==> config.mk <==
export PLATFORM = sky130hd
export DESIGN_NAME = uart_rx_os
export DESIGN_NICKNAME = d
export VERILOG_FILES = /design/src/rtl/uart_rx_os.sv
export SDC_FILE = /design/constraint.sdc
export NUM_CORES = 1
export LEC_CHECK = 0
export CAP_MARGIN = 20
export CORE_ASPECT_RATIO = 0.5
export CORE_MARGIN = 2
export CORE_UTILIZATION = 30
export DETAILED_ROUTE_END_ITERATION = 10
export PLACE_DENSITY = 0.52
export SLEW_MARGIN = 20
export SYNTH_ARGS = -nofsm -noshare
export SYNTH_HDL_FRONTEND = slang
export SYNTH_SLANG_ARGS = --single-unit
export TNS_END_PERCENT = 50
==> constraint.sdc <==
create_clock -name clk -period 2.8 [get_ports clk]
set_input_delay 0.7 -clock clk [delete_from_list [all_inputs] [get_ports clk]]
set_output_delay 0.7 -clock clk [all_outputs]
set_load 0.05 [all_outputs]
==> src/rtl/uart_rx_os.sv <==
// 16x-oversampling 8N1 UART receiver with 3-sample majority vote and valid/ready output register.
// Define UART_RX_PARITY_EN for 8E1 framing with a functional parity_err output.
module uart_rx_os #(
  parameter int CLK_FREQ = 50_000_000,
  parameter int BAUD     = 115200
) (
  input  logic       clk,
  input  logic       reset_n,
  input  logic       rx_line,
  output logic [7:0] rx_data,
  output logic       rx_valid,
  input  logic       rx_ready,
  output logic       frame_err,
  output logic       overrun_err,
  output logic       parity_err
);

  // state     | meaning
  // S_IDLE    | line idle, waiting for a low level
  // S_START   | qualifying start bit (false start returns to idle)
  // S_DATA    | sampling 8 data bits, LSB first
  // S_PARITY  | sampling even-parity bit (parity build only)
  // S_STOP    | sampling stop bit, delivering or flagging the frame
  // S_WAIT_HIGH | after a framing error, wait for the line to return high
  typedef enum logic [2:0] {
    S_IDLE,
    S_START,
    S_DATA,
`ifdef UART_RX_PARITY_EN
    S_PARITY,
`endif
    S_STOP,
    S_WAIT_HIGH
  } state_t;

  localparam int DIV_RAW = CLK_FREQ / (BAUD * 16);
  localparam int DIV     = (DIV_RAW < 2) ? 2 : DIV_RAW;
  localparam int DW      = $clog2(DIV);
  localparam logic [DW-1:0] DIV_LAST = DW'(DIV - 1);

  state_t        r_state, w_state_nxt;
  logic [1:0]    r_sync;
  logic [DW-1:0] r_div;
  logic [3:0]    r_sc;
  logic [2:0]    r_bit_idx;
  logic [7:0]    r_shift;
  logic          r_s7, r_s8;
  logic [7:0]    r_data;
  logic          r_valid, r_ferr, r_oerr;

  logic w_rxs, w_tick, w_vote, w_mid, w_end;
  logic w_start, w_shift_en, w_deliver, w_frame;

  assign w_rxs  = r_sync[1];
  assign w_tick = (r_div == '0);
  assign w_mid  = w_tick && (r_sc == 4'd9);
  assign w_end  = w_tick && (r_sc == 4'd15);
  assign w_vote = (r_s7 & r_s8) | (r_s7 & w_rxs) | (r_s8 & w_rxs);

`ifdef UART_RX_PARITY_EN
  logic r_par_bad, r_perr, w_par_capture, w_par_fail;
`endif

  always_ff @(posedge clk or negedge reset_n) begin
    if (!reset_n) r_state <= S_IDLE;
    else          r_state <= w_state_nxt;
  end

  always_comb begin
    w_state_nxt = r_state;
    w_start     = 1'b0;
    w_shift_en  = 1'b0;
    w_deliver   = 1'b0;
    w_frame     = 1'b0;
`ifdef UART_RX_PARITY_EN
    w_par_capture = 1'b0;
    w_par_fail    = 1'b0;
`endif
    case (r_state)
      S_IDLE: begin
        if (!w_rxs) begin
          w_state_nxt = S_START;
          w_start     = 1'b1;
        end
      end
      S_START: begin
        if (w_mid && w_vote) w_state_nxt = S_IDLE;
        else if (w_end)      w_state_nxt = S_DATA;
      end
      S_DATA: begin
        w_shift_en = w_mid;
        if (w_end && (r_bit_idx == 3'd7)) begin
`ifdef UART_RX_PARITY_EN
          w_state_nxt = S_PARITY;
`else
          w_state_nxt = S_STOP;
`endif
        end
      end
`ifdef UART_RX_PARITY_EN
      S_PARITY: begin
        w_par_capture = w_mid;
        if (w_end) w_state_nxt = S_STOP;
      end
`endif
      S_STOP: begin
        // Leave right after the vote so the next start edge is caught early
        if (w_mid) begin
          if (!w_vote) begin
            w_frame     = 1'b1;
            w_state_nxt = S_WAIT_HIGH;
          end
`ifdef UART_RX_PARITY_EN
          else if (r_par_bad) begin
            w_par_fail  = 1'b1;
            w_state_nxt = S_IDLE;
          end
`endif
          else begin
            w_deliver   = 1'b1;
            w_state_nxt = S_IDLE;
          end
        end
      end
      S_WAIT_HIGH: begin
        if (w_rxs) w_state_nxt = S_IDLE;
      end
      default: w_state_nxt = S_IDLE;
    endcase
  end

  always_ff @(posedge clk or negedge reset_n) begin
    if (!reset_n) begin
      r_sync    <= 2'b11;
      r_div     <= DIV_LAST;
      r_sc      <= 4'd0;
      r_bit_idx <= 3'd0;
      r_shift   <= 8'h00;
      r_s7      <= 1'b1;
      r_s8      <= 1'b1;
      r_data    <= 8'h00;
      r_valid   <= 1'b0;
      r_ferr    <= 1'b0;
      r_oerr    <= 1'b0;
    end else begin
      r_sync <= {r_sync[0], rx_line};
      // Tick phase re-aligns to every start edge
      if (w_start) begin
        r_div     <= DIV_LAST;
        r_sc      <= 4'd0;
        r_bit_idx <= 3'd0;
      end else begin
        r_div <= w_tick ? DIV_LAST : r_div - 1'b1;
        if (w_tick) r_sc <= r_sc + 4'd1;
        if ((r_state == S_DATA) && w_end) r_bit_idx <= r_bit_idx + 3'd1;
      end
      if (w_tick && (r_sc == 4'd7)) r_s7 <= w_rxs;
      if (w_tick && (r_sc == 4'd8)) r_s8 <= w_rxs;
      if (w_shift_en) r_shift <= {w_vote, r_shift[7:1]};
      r_ferr <= w_frame;
      r_oerr <= 1'b0;
      if (w_deliver) begin
        if (r_valid && !rx_ready) begin
          r_oerr <= 1'b1;
        end else begin
          r_data  <= r_shift;
          r_valid <= 1'b1;
        end
      end else if (r_valid && rx_ready) begin
        r_valid <= 1'b0;
      end
    end
  end

`ifdef UART_RX_PARITY_EN
  always_ff @(posedge clk or negedge reset_n) begin
    if (!reset_n) begin
      r_par_bad <= 1'b0;
      r_perr    <= 1'b0;
    end else begin
      if (w_par_capture) r_par_bad <= w_vote ^ (^r_shift);
      r_perr <= w_par_fail;
    end
  end
  assign parity_err = r_perr;
`else
  assign parity_err = 1'b0;
`endif

  assign rx_data     = r_data;
  assign rx_valid    = r_valid;
  assign frame_err   = r_ferr;
  assign overrun_err = r_oerr;

endmodule

== Yosys cells after proc, flatten, opt, wreduce, memory -nomap -nowiden ==
Cells that the tools add are included.

* Register bits after elaboration: 38
* Word-level logic and storage cells: 82
* Input bits: 4
* Output and inout bits: 12

* Reductions and logical operators: 18
* Equal/unequal tests: 15
* Bitwise logic cells: 6
* Add/sub/neg operators: 3
* Mux-type cells: 28

{| class="wikitable"
|+ Operator list
! operator !! number
|-
| $mux 3 || 9
|-
| $pmux 3 s5 || 1
|-
| $mux 1 || 14
|-
| $eq 4x4->1 const B || 3
|-
| $mux 5 || 2
|-
| $ne 2x2->1 const B || 5
|-
| $logic_and 1x1->1 || 9
|-
| $mux 4 || 2
|-
| $eq 3x2->1 const B || 2
|-
| $eq 3x3->1 const B || 2
|-
| $reduce_bool 2->1 || 3
|-
| $logic_not 5->1 || 1
|-
| $reduce_and 5->1 || 1
|-
| $sub 5x1->5 const B || 1
|-
| $add 4x1->4 const B || 1
|-
| $eq 4x3->1 const B || 1
|-
| $reduce_and 2->1 || 2
|-
| $add 3x1->3 const B || 1
|-
| $and 1x1->1 || 3
|-
| $eq 3x1->1 const B || 1
|-
| $logic_not 3->1 || 1
|-
| $ne 3x3->1 const B || 1
|-
| $or 1x1->1 || 2
|-
| $logic_not 1->1 || 1
|-
| $not 1->1 || 1
|}

== Logic depth before layout (Yosys ltp) ==
Gate-level depths: netlist (run 1).

* Depth after elaboration: 8
* Mapped depth: 7
* Gate-level depth less buffers: 6

== Least setup slack after synthesis (run 1) ==
Ideal clock, no wire load.

* Path type: register -> register
* Start: register r_div[0]
* End: register r_data[0] (netlist: rx_data[0])
* Library setup time: 0.125 ns
* Period minus slack after synthesis: 2.148 ns
* Required time: 2.675 ns
* Slack: 0.652 ns
* Arrival: 2.023 ns
* Cell stages (with the launch flop): 7
* Path buffers: 0
* Path through: dfrtp_1 inv_1 ha_1 nor4b_4 nand3_4 nor4b_4 mux2_2

* Word-level cells in the longest chain between the ends: 5

{| class="wikitable"
|+ RTL lines
! element !! RTL line !! source
|-
| start: declaration || 43 || <nowiki>logic [DW-1:0] r_div;</nowiki>
|-
| start signal: assignment || 153 || <nowiki>r_div <= w_tick ? DIV_LAST : r_div - 1'b1;</nowiki>
|-
| $logic_not 5->1 || 55 || <nowiki>assign w_tick = (r_div == '0);</nowiki>
|-
| $logic_and 1x1->1 || 56 || <nowiki>assign w_mid = w_tick && (r_sc == 4'd9);</nowiki>
|-
| $mux 1 || 108 || <nowiki>if (w_mid) begin</nowiki>
|-
| $mux 1 || 79 || <nowiki>case (r_state)</nowiki>
|-
| $reduce_and 2->1 (no line) || n/a ||
|-
| end signal: assignment || 166 || <nowiki>r_data <= r_shift;</nowiki>
|-
| end: declaration || 48 || <nowiki>logic [7:0] r_data;</nowiki>
|}

Every way passes these cells.
A chain may end at the register's enable or synchronous reset.

== Final worst setup path (run 1) ==
* Start: register r_div[0]
* End: register r_data[2] (netlist: rx_data[2])

Same word-level chain as after synthesis.

==> results of run 1 <==
## layer usage
layer  part of all wire, %  vias up  routed length (microns)
met3                   3.8        5                      111
met2                    43       14                     1277
met1                    50      515                     1485
met5                     0        -                        0
li1                      -      526                        -
met4                   2.9        0                       86
## layout by cell type (no fill, tap or decap), drive strengths merged
cell type	count
a21o	1
xor2	1
nor2	9
clkdlybuf4s50	13
a211oi	1
or2	1
nand4b	1
buf	3
nor4b	2
ha	6
maj3	1
nand3b	1
dfrtp	31
inv	7
a21oi	3
nor4	3
nor3	7
nand2b	1
conb	1
mux2	19
nand4	1
dfstp	7
xnor2	3
or3b	1
nand3	1
a221oi	1
clkinv	1
nand2	18
clkbuf	7
or4b	1
nor2b	1
o21ai	6
a31o	1
## synth_stat cells, drive strengths merged
cell	count
buf	1
or4b	1
nand4	1
nand3	1
xnor2	3
maj3	1
nand2b	1
o21ai	6
a221oi	1
nand3b	1
a31o	1
nor4	3
mux2	19
inv	7
a211oi	1
xor2	1
nor2	9
dfstp	7
dfrtp	31
nand4b	1
nand2	18
a21oi	3
or3b	1
nor3	7
nor2b	1
conb	1
or2	1
a21o	1
ha	6
clkbuf	1
nor4b	2
## per-stage QoR
| stage | area [sq um] | setup WS [ns] |
|---|---|---|
| 3_5_place_dp | 1941 | 0.4670 |
| 3_3_place_gp | 1941 | 0.4979 |
| 5_1_grt | 2088 | 0.3969 |
| 4_1_cts | 2088 | 0.5385 |
| 2_1_floorplan | 1710 | 0.6521 |
| 6_report | 2088 | 0.5855 |
## kinds of logic after synthesis
| logic type | after synthesis | synth area share (%) |
|---|---|---|
| buffers and inverters | 9 | 2.195 |
| XOR/XNOR | 4 | 2.049 |
| AND/OR/NAND/NOR | 48 | 17.41 |
| flip-flops | 38 | 56.11 |
| other | 1 | 0.2192 |
| adder cells (fa/ha/maj) | 7 | 4.974 |
| multiplexers | 19 | 12.51 |
| AO/OA/AOI/OAI | 13 | 4.536 |
## area by class of cell
type	count	area (sq um)
fillers	543	3403
well taps	73	91.34
clock inverters	1	5.005
repair buffers	16	150.1
clock buffers	7	142.6
flip-flops and latches	38	959.7
multi-input cells	92	713.2
inverters	7	26.28
## path summary, 6_finish.rpt
| check | from | end | slack, ns |
|---|---|---|---|
| min in group asynchronous | reset_n | r_div[2] | 0.52 |
| max reg2reg | r_div[0] | rx_data[2] | 0.59 |
| min reg2reg | r_sync[0] | r_sync[1] | 0.35 |
| max | r_div[0] | rx_data[2] | 0.59 |
| max in group asynchronous | reset_n | r_sc[0] | 1.72 |
| min | r_sync[0] | r_sync[1] | 0.35 |
## critical path, delay by kind of cell (launching register included)
family	cells	cell delay (ns)
simple gates	3	1.02
mux	1	0.40
flops	1	0.39
fa+ha+maj	1	0.23
buf+inv	1	0.07
## power groups by stage
stage | sequential (W) | combinational [W] | clock, W
2_1_floorplan | 0.000563 | 0.00000475 | 0
6_report | 0.000554 | 0.0000174 | 0.000567
4_1_cts | 0.000554 | 0.0000186 | 0.000588
5_1_grt | 0.000554 | 0.0000201 | 0.000611
3_5_place_dp | 0.000563 | 0.0000186 | 0
3_3_place_gp | 0.000563 | 0.0000181 | 0
## sequential cells by signal, indices dropped and copies added (netlist names)
name and cells:
frame_err 1, overrun_err 1, r_bit_idx 3, r_div 5
r_s7 1, r_s8 1, r_sc 4, r_shift 8
r_state 3, r_sync 2, rx_data 8, rx_valid 1
==> impl_metrics.json, run 1 <==
{
  "outcome": "complete, no violations",
  "place_hpwl_microns": 1986,
  "placed_cells": 226,
  "grt_pass1_vias": 1084,
  "ctsHoldBuffers": 0,
  "ys_types": 33,
  "top_usage_layer": "met2",
  "syn_area_sq_um": 1710,
  "clock_skew_ns": 0.006843,
  "syn_avg_cell_area_sq_um": 12.30,
  "coreArea_sq_um": 5492,
  "ios": 16,
  "insertion_delay_ns": 0.28,
  "p_per_area_nw_per_um2": 545.1,
  "maxCapViolations": 0,
  "finalSetupTns_ns": 0,
  "switchingPower_w": 0.0002294,
  "row_count": 19,
  "cpPeakStageDelay_ns": 0.53,
  "htreeDepth": 2,
  "fmax_ghz": 0.4516,
  "path_cells": "inv_1 > ha_1 > nor4b_4 > nand3_4 > nor4b_4 > mux2_2",
  "cp.required_ns": 2.97,
  "areaGrowthSynthToFinish_pct": 22.09,
  "grt_pass1_wl_microns": 5216,
  "postSynthCellCount": 139,
  "cts_resized": 0,
  "clock_path_buffers": 2,
  "netlist_top_cells_area": "dfrtp_1 (45%), mux2_2 (13%), dfstp_2 (11%)",
  "crit_path_start_kind": "flip-flop",
  "final_cells": 234,
  "final_util_pct": 38.03,
  "drtAntennaViolNets": 0,
  "cpMaxStageDelayCell": "nor4b_4",
  "hold_path_depth": 0,
  "syn_nets": 149,
  "worst_pin_slew_ns": 0.8660,
  "cp_max_fo": 8,
  "antenna_cells": 0,
  "port_buffers": 14,
  "grt.overflow.total": 0,
  "grt_usage_pct": 10.81,
  "use_met1_pct": 13.68,
  "seqPwrFrac_pct": 48.7,
  "gp_congestion": 0.7088,
  "cts_root_buffer": "clkbuf_16",
  "combinationalPowerShare_pct": 1.5,
  "die_area_sq_um": 6358,
  "p_clk_share_pct": 49.8,
  "die_h_microns": 57.39,
  "post-route-period-util_pct": 79.09,
  "synth_seq_area_share_pct": 56.11,
  "wl_per_cell_microns": 12.65,
  "drv_slew": 0,
  "postCtsSetupBuffers": 0,
  "path_clk_slew_ns": 0.06,
  "synth-seq-cells": 38,
  "via_per_inst": 4.530,
  "dr_total_vias": 1060,
  "swShare_pct": 20.15,
  "setup_viol": 0,
  "power_w": 0.001138,
  "yosysTopAreaCellShare_pct": 45.35,
  "clock_sinks": 38,
  "dr.pass1.iters": 4,
  "path_common_cell": "nor4b_4",
  "hold_viol": 0,
  "drt_iter0_drc": 49,
  "use_met2_pct": 15.95,
  "gr-usage-met3_pct": 4.463,
  "synth_area_leader_cell": "dfrtp_1",
  "crit_type": "reg -> reg",
  "antenna_found_initial": 0,
  "fin_hold_ws_ns": 0.3537,
  "cts_buffers": 5,
  "initial_core_util_pct": 31.15,
  "leakagePower_nw": 0.9375,
  "hp-class": "reg -> reg",
  "cts_tree": "yes",
  "slew_headroom_pct": 42.27,
  "ys_warn_count": 0,
  "totalWireLength_microns": 2960,
  "critPathCaptureType": "flip-flop",
  "drive_gt1_share_pct": 27.33,
  "min_period_ns": 2.215,
  "drc_errors": 0,
  "die_x_microns": 110.8,
  "reg2reg_depth": 6,
  "vdd_drop_max_mv": 0.2775,
  "grt_max_degree": 39,
  "rsz0062_at_grt": "no",
  "finalNetCount": 170,
  "cp.arrival_ns": 2.38,
  "p_int_w": 0.0009088
}
Power figures use the tool's default switching activity.
==> inputs of run 2 (changes only) <==
Settings changed: PLACE_DENSITY 0.52 to 0.54.
Clock period 2.8 ns to 2 ns, I/O delays scaled along.
==> impl_metrics.json, run 2 (synthesis gave the netlist of run 1 again) <==
{
  "outcome": "complete, no violations",
  "areaGrowthSynthToFinish_pct": 30.21,
  "post-place-ws_ns": 0.02882,
  "cp.required_ns": 2.15,
  "grt_usage_pct": 10.39,
  "regToRegEndpoint": "rx_data[7]",
  "drv_slew": 0,
  "fmax_ghz": 0.5150,
  "cp_num_buf_inv": 2,
  "min_period_ns": 1.942,
  "critPathCaptureType": "flip-flop",
  "cts_buffers": 5,
  "cpMaxStageDelayCell": "dfrtp_1",
  "antenna_found_initial": 0,
  "path_clk_slew_ns": 0.05,
  "path_common_cell": "nor4b_4",
  "worst_pin_slew_ns": 0.5337,
  "insertion_delay_ns": 0.27,
  "wl_per_cell_microns": 12.19,
  "crit_path_start_kind": "flip-flop",
  "reg2reg_depth": 7,
  "fill_cells": 513,
  "place_hpwl_microns": 2104,
  "cts_root_buffer": "clkbuf_16",
  "die_x_microns": 110.8,
  "slew_headroom_pct": 64.04,
  "die_area_sq_um": 6358,
  "ios": 16,
  "leakagePower_nw": 1.020,
  "totalWireLength_microns": 3012,
  "clock_skew_ns": 0.002824,
  "finalWorstSetupSlack_ns": 0.05835,
  "drtAntennaViolNets": 0,
  "antenna_cells": 0,
  "dr.pass1.iters": 4,
  "drt_iter0_drc": 60,
  "htreeDepth": 2,
  "row_count": 19,
  "clock_path_buffers": 2,
  "drive_gt1_share_pct": 36.78,
  "via_per_inst": 4.522,
  "hold_viol": 0,
  "final_common_cell": "dfrtp_1",
  "clock_sinks": 38,
  "initial_core_util_pct": 31.15,
  "cp_top_family": "simple AND/OR/NAND/NOR gates",
  "power_w": 0.001567,
  "p_per_area_nw_per_um2": 703.8,
  "path_cells": "inv_1 > ha_2 > nor4b_4 > nand3_4 > nor4b_4 > buf_4 > mux2_4",
  "cp_max_fo": 4,
  "die_h_microns": 57.39,
  "port_buffers": 14,
  "grt_pass1_vias": 1104,
  "rsz0062_at_grt": "yes",
  "hp-class": "in -> async",
  "crit_type": "reg -> reg",
  "grt_pass1_wl_microns": 5216,
  "layout_common_cells": "dfrtp_1 (31), nand2_1 (18), buf_4 (18), mux2_2 (11), clkdlybuf4s50_1 (9)",
  "grt_max_degree": 39,
  "cp.arrival_ns": 2.10,
  "dr_total_vias": 1117,
  "r2r_start": "r_div[0]",
  "gp_congestion": 0.7268,
  "post-route-period-util_pct": 97.08,
  "cts_tree": "yes",
  "cpPeakStageDelay_ns": 0.37,
  "coreArea_sq_um": 5492,
  "maxCapViolations": 0,
  "drc_errors": 0,
  "setup_viol": 0,
  "vdd_drop_max_mv": 0.3167,
  "grt.overflow.total": 0,
  "finalNetCount": 183,
  "r2r_slack_ns": 0.06
}
run 2: where the power goes:
part | switching, W | internal [W] | total [W] | leakage, nW
logic | 0.0000191 | 0.00000621 | 0.0000254 | 0.460
clock network | 0.000273 | 0.000493 | 0.000766 | 0.0739
registers | 0.00000241 | 0.000774 | 0.000776 | 0.486
run 2: worst max-delay path by stage:
stage	from	end	slack, ns	cells past startpoint
3_5_place_dp	rx_ready	rx_data[2]	0.03	5
3_3_place_gp	rx_ready	rx_data[7]	0.05	5
5_1_grt	r_div[0]	rx_data[7]	-0.06	7
4_1_cts	r_div[0]	r_s7	0.009	6
6_report	r_div[0]	rx_data[7]	0.06	7
2_1_floorplan	r_div[0]	rx_data[0]	-0.15	6
run 2: what timing repair did:
action	in CTS	in global routing
hold buffers	0	0
setup endpoints to repair	0	11
buffers inserted	0	2
resized for setup	0	11
run 2: per-stage QoR:
stage	std cells	instance area, sq um	util, %	TNS, ns	hold WS, ns
4_1_cts	245	2173	39.58	0	0.2850
3_3_place_gp	237	2026	36.89	0	0.3452
3_5_place_dp	237	2026	36.89	0	0.3469
6_report	247	2227	40.56	0	0.2647
2_1_floorplan	139	1710	-	-1.273	0.2044
5_1_grt	247	2227	40.56	-0.4100	0.3019
run 2: area by class of cell:
cell class	instances	area [sq um]	share of cell area (%)
clock buffer	7	142.6	6.404
clock inverter	1	5.005	0.2247
inverter	7	26.28	1.180
timing repair buffer	29	250.2	11.24
sequential	38	959.7	43.09
multi-input combinational	92	752.0	33.76
tap	73	91.34	4.101
run 2: layer usage:
| layer | wire length, microns | vias up | part of all wire, % | track usage [%] |
|---|---|---|---|---|
| li1 | - | 549 | - | - |
| met1 | 1491 | 549 | 50 | 13.55 |
| met2 | 1420 | 19 | 47 | 16.74 |
| met3 | 101 | 0 | 3.4 | 3.401 |
| met4 | 0 | 0 | 0 | 3.214 |
| met5 | 0 | - | 0 | 0 |
==> inputs of run 3 (changes only) <==
Settings changed: PLACE_DENSITY 0.54 to unset.
==> impl_metrics.json, run 3 (synthesis gave the netlist of run 1 again) <==
{
  "cts_buffers": 5,
  "cpPeakStageDelay_ns": 0.39,
  "wl_per_cell_microns": 11.58,
  "post-route-period-util_pct": 96.51,
  "totalWireLength_microns": 2802,
  "critPathCaptureType": "flip-flop",
  "drc_errors": 0,
  "vdd_drop_max_mv": 0.3232,
  "stdcell_area_sq_um": 2185,
  "via_per_inst": 4.599,
  "antenna_cells": 0,
  "combinationalPowerShare_pct": 1.5,
  "switchingPower_w": 0.0003137,
  "insertion_delay_ns": 0.27,
  "cp_max_fo": 8,
  "path_clk_slew_ns": 0.06,
  "clock_path_buffers": 2,
  "cts_tree": "yes",
  "coreArea_sq_um": 5492,
  "hp-class": "in -> async",
  "fill_cells": 523,
  "place_area_sq_um": 1983,
  "power_w": 0.001676,
  "cts_root_buffer": "clkbuf_16",
  "die_x_microns": 110.8,
  "p_int_w": 0.001362,
  "dr_total_vias": 1113,
  "areaGrowthSynthToFinish_pct": 27.73,
  "final_util_pct": 39.78,
  "finalNetCount": 178,
  "r2r_slack_ns": 0.07,
  "drt_iter0_drc": 37,
  "final_common_cell": "dfrtp_1",
  "slew_headroom_pct": 66.68,
  "cp.required_ns": 2.16,
  "grt.overflow.total": 0,
  "dr.pass1.iters": 4,
  "grt_max_degree": 39,
  "die_h_microns": 57.39,
  "row_count": 19,
  "ios": 16,
  "cp_num_buf_inv": 2,
  "grt_usage_pct": 10.07,
  "worst_pin_slew_ns": 0.4982,
  "htreeDepth": 2,
  "clock_skew_ns": 0.002241,
  "drv_slew": 0,
  "port_buffers": 14,
  "p_per_area_nw_per_um2": 767.2,
  "cp.arrival_ns": 2.09,
  "grt_pass1_vias": 1107,
  "grt_pass1_wl_microns": 4968,
  "antenna_found_initial": 0,
  "seqPwrFrac_pct": 46.3,
  "crit_type": "reg -> reg",
  "p_clk_share_pct": 52.2,
  "cp_top_family": "simple AND/OR/NAND/NOR gates",
  "initial_core_util_pct": 31.15,
  "layout_common_cells": "dfrtp_1 (31), mux2_2 (19), nand2_1 (18), buf_4 (13), nor2_1 (8)",
  "fmax_ghz": 0.5181,
  "outcome": "complete, no violations",
  "min_period_ns": 1.930,
  "cpMaxStageDelayCell": "dfrtp_1",
  "drtAntennaViolNets": 0,
  "die_area_sq_um": 6358,
  "path_cells": "inv_1 > ha_4 > nor4b_4 > nand3_4 > nor4b_4 > buf_6 > mux2_2",
  "maxCapViolations": 0,
  "clock_sinks": 38,
  "leakagePower_nw": 1.009,
  "gp_congestion": 0.6816,
  "setup_viol": 0,
  "path_common_cell": "nor4b_4",
  "postCtsSetupBuffers": 0,
  "swShare_pct": 18.71,
  "place_hpwl_microns": 1979,
  "drive_gt1_share_pct": 36.69,
  "crit_path_start_kind": "flip-flop",
  "hold_viol": 0
}
run 3: changes by cell type in the layout (fill, tap and decap cells not counted), moves of 3 or more:
cell | before | now
clkdlybuf4s50_1 | 9 | 6
mux2_2 | 11 | 19
buf_4 | 18 | 13
mux2_4 | 8 | 0
buf_6 | 0 | 4
run 3: routing by layer:
metal / track usage (%) / wire [microns] / vias to the layer above
met5: 0 / 0 / -
met4: 5.357 / 50 / 0
met3: 3.613 / 107 / 5
met2: 16.65 / 1315 / 14
met1: 11.80 / 1329 / 550
li1: - / - / 544
run 3: stage by stage:
stage               cells  setup WS (ns)  TNS [ns]  hold slack [ns]
floorplan             139        -0.1479    -1.273           0.2044
global placement      234        0.04150         0           0.3463
detailed placement    234        0.02261         0           0.3472
CTS                   242        0.02164         0           0.2845
global route          242       -0.01491  -0.03152           0.3137
finish                242        0.06970         0           0.2667
run 3: what timing repair did:
action / 4_1_cts / 5_1_grt
endpoints found under the setup margin: 0 / 19
gates resized for setup: 0 / 8
hold buffers: 0 / 0
run 3: path summary, 6_finish.rpt:
path	startpoint	end	cells past startpoint
max	r_div[0]	rx_data[2]	7
min	reset_n	r_sc[1]	2
max reg2reg	r_div[0]	rx_data[2]	7
min reg2reg	r_sync[0]	r_sync[1]	0
max in group asynchronous	reset_n	r_sync[1]	2
min in group clk	r_sync[0]	r_sync[1]	0
run 3: final cells by class:
| class | instances | area [sq um] | share of cell area, % |
|---|---|---|---|
| Timing Repair Buffer | 24 | 207.7 | 9.507 |
| Tap cell | 73 | 91.34 | 4.181 |
| Multi-Input combinational cell | 92 | 734.5 | 33.62 |
| Inverter | 7 | 26.28 | 1.203 |
| Clock buffer | 5 | 125.1 | 5.727 |
| Sequential cell | 38 | 959.7 | 43.93 |
| Clock inverter | 3 | 40.04 | 1.833 |
run 3: power groups by stage:
stage,combinational (W),sequential (W),clock [W]
4_1_cts,0.0000268,0.000775,0.000892
2_1_floorplan,0.00000665,0.000788,0
3_5_place_dp,0.0000270,0.000789,0
6_report,0.0000253,0.000775,0.000875
5_1_grt,0.0000293,0.000775,0.000934
3_3_place_gp,0.0000266,0.000789,0
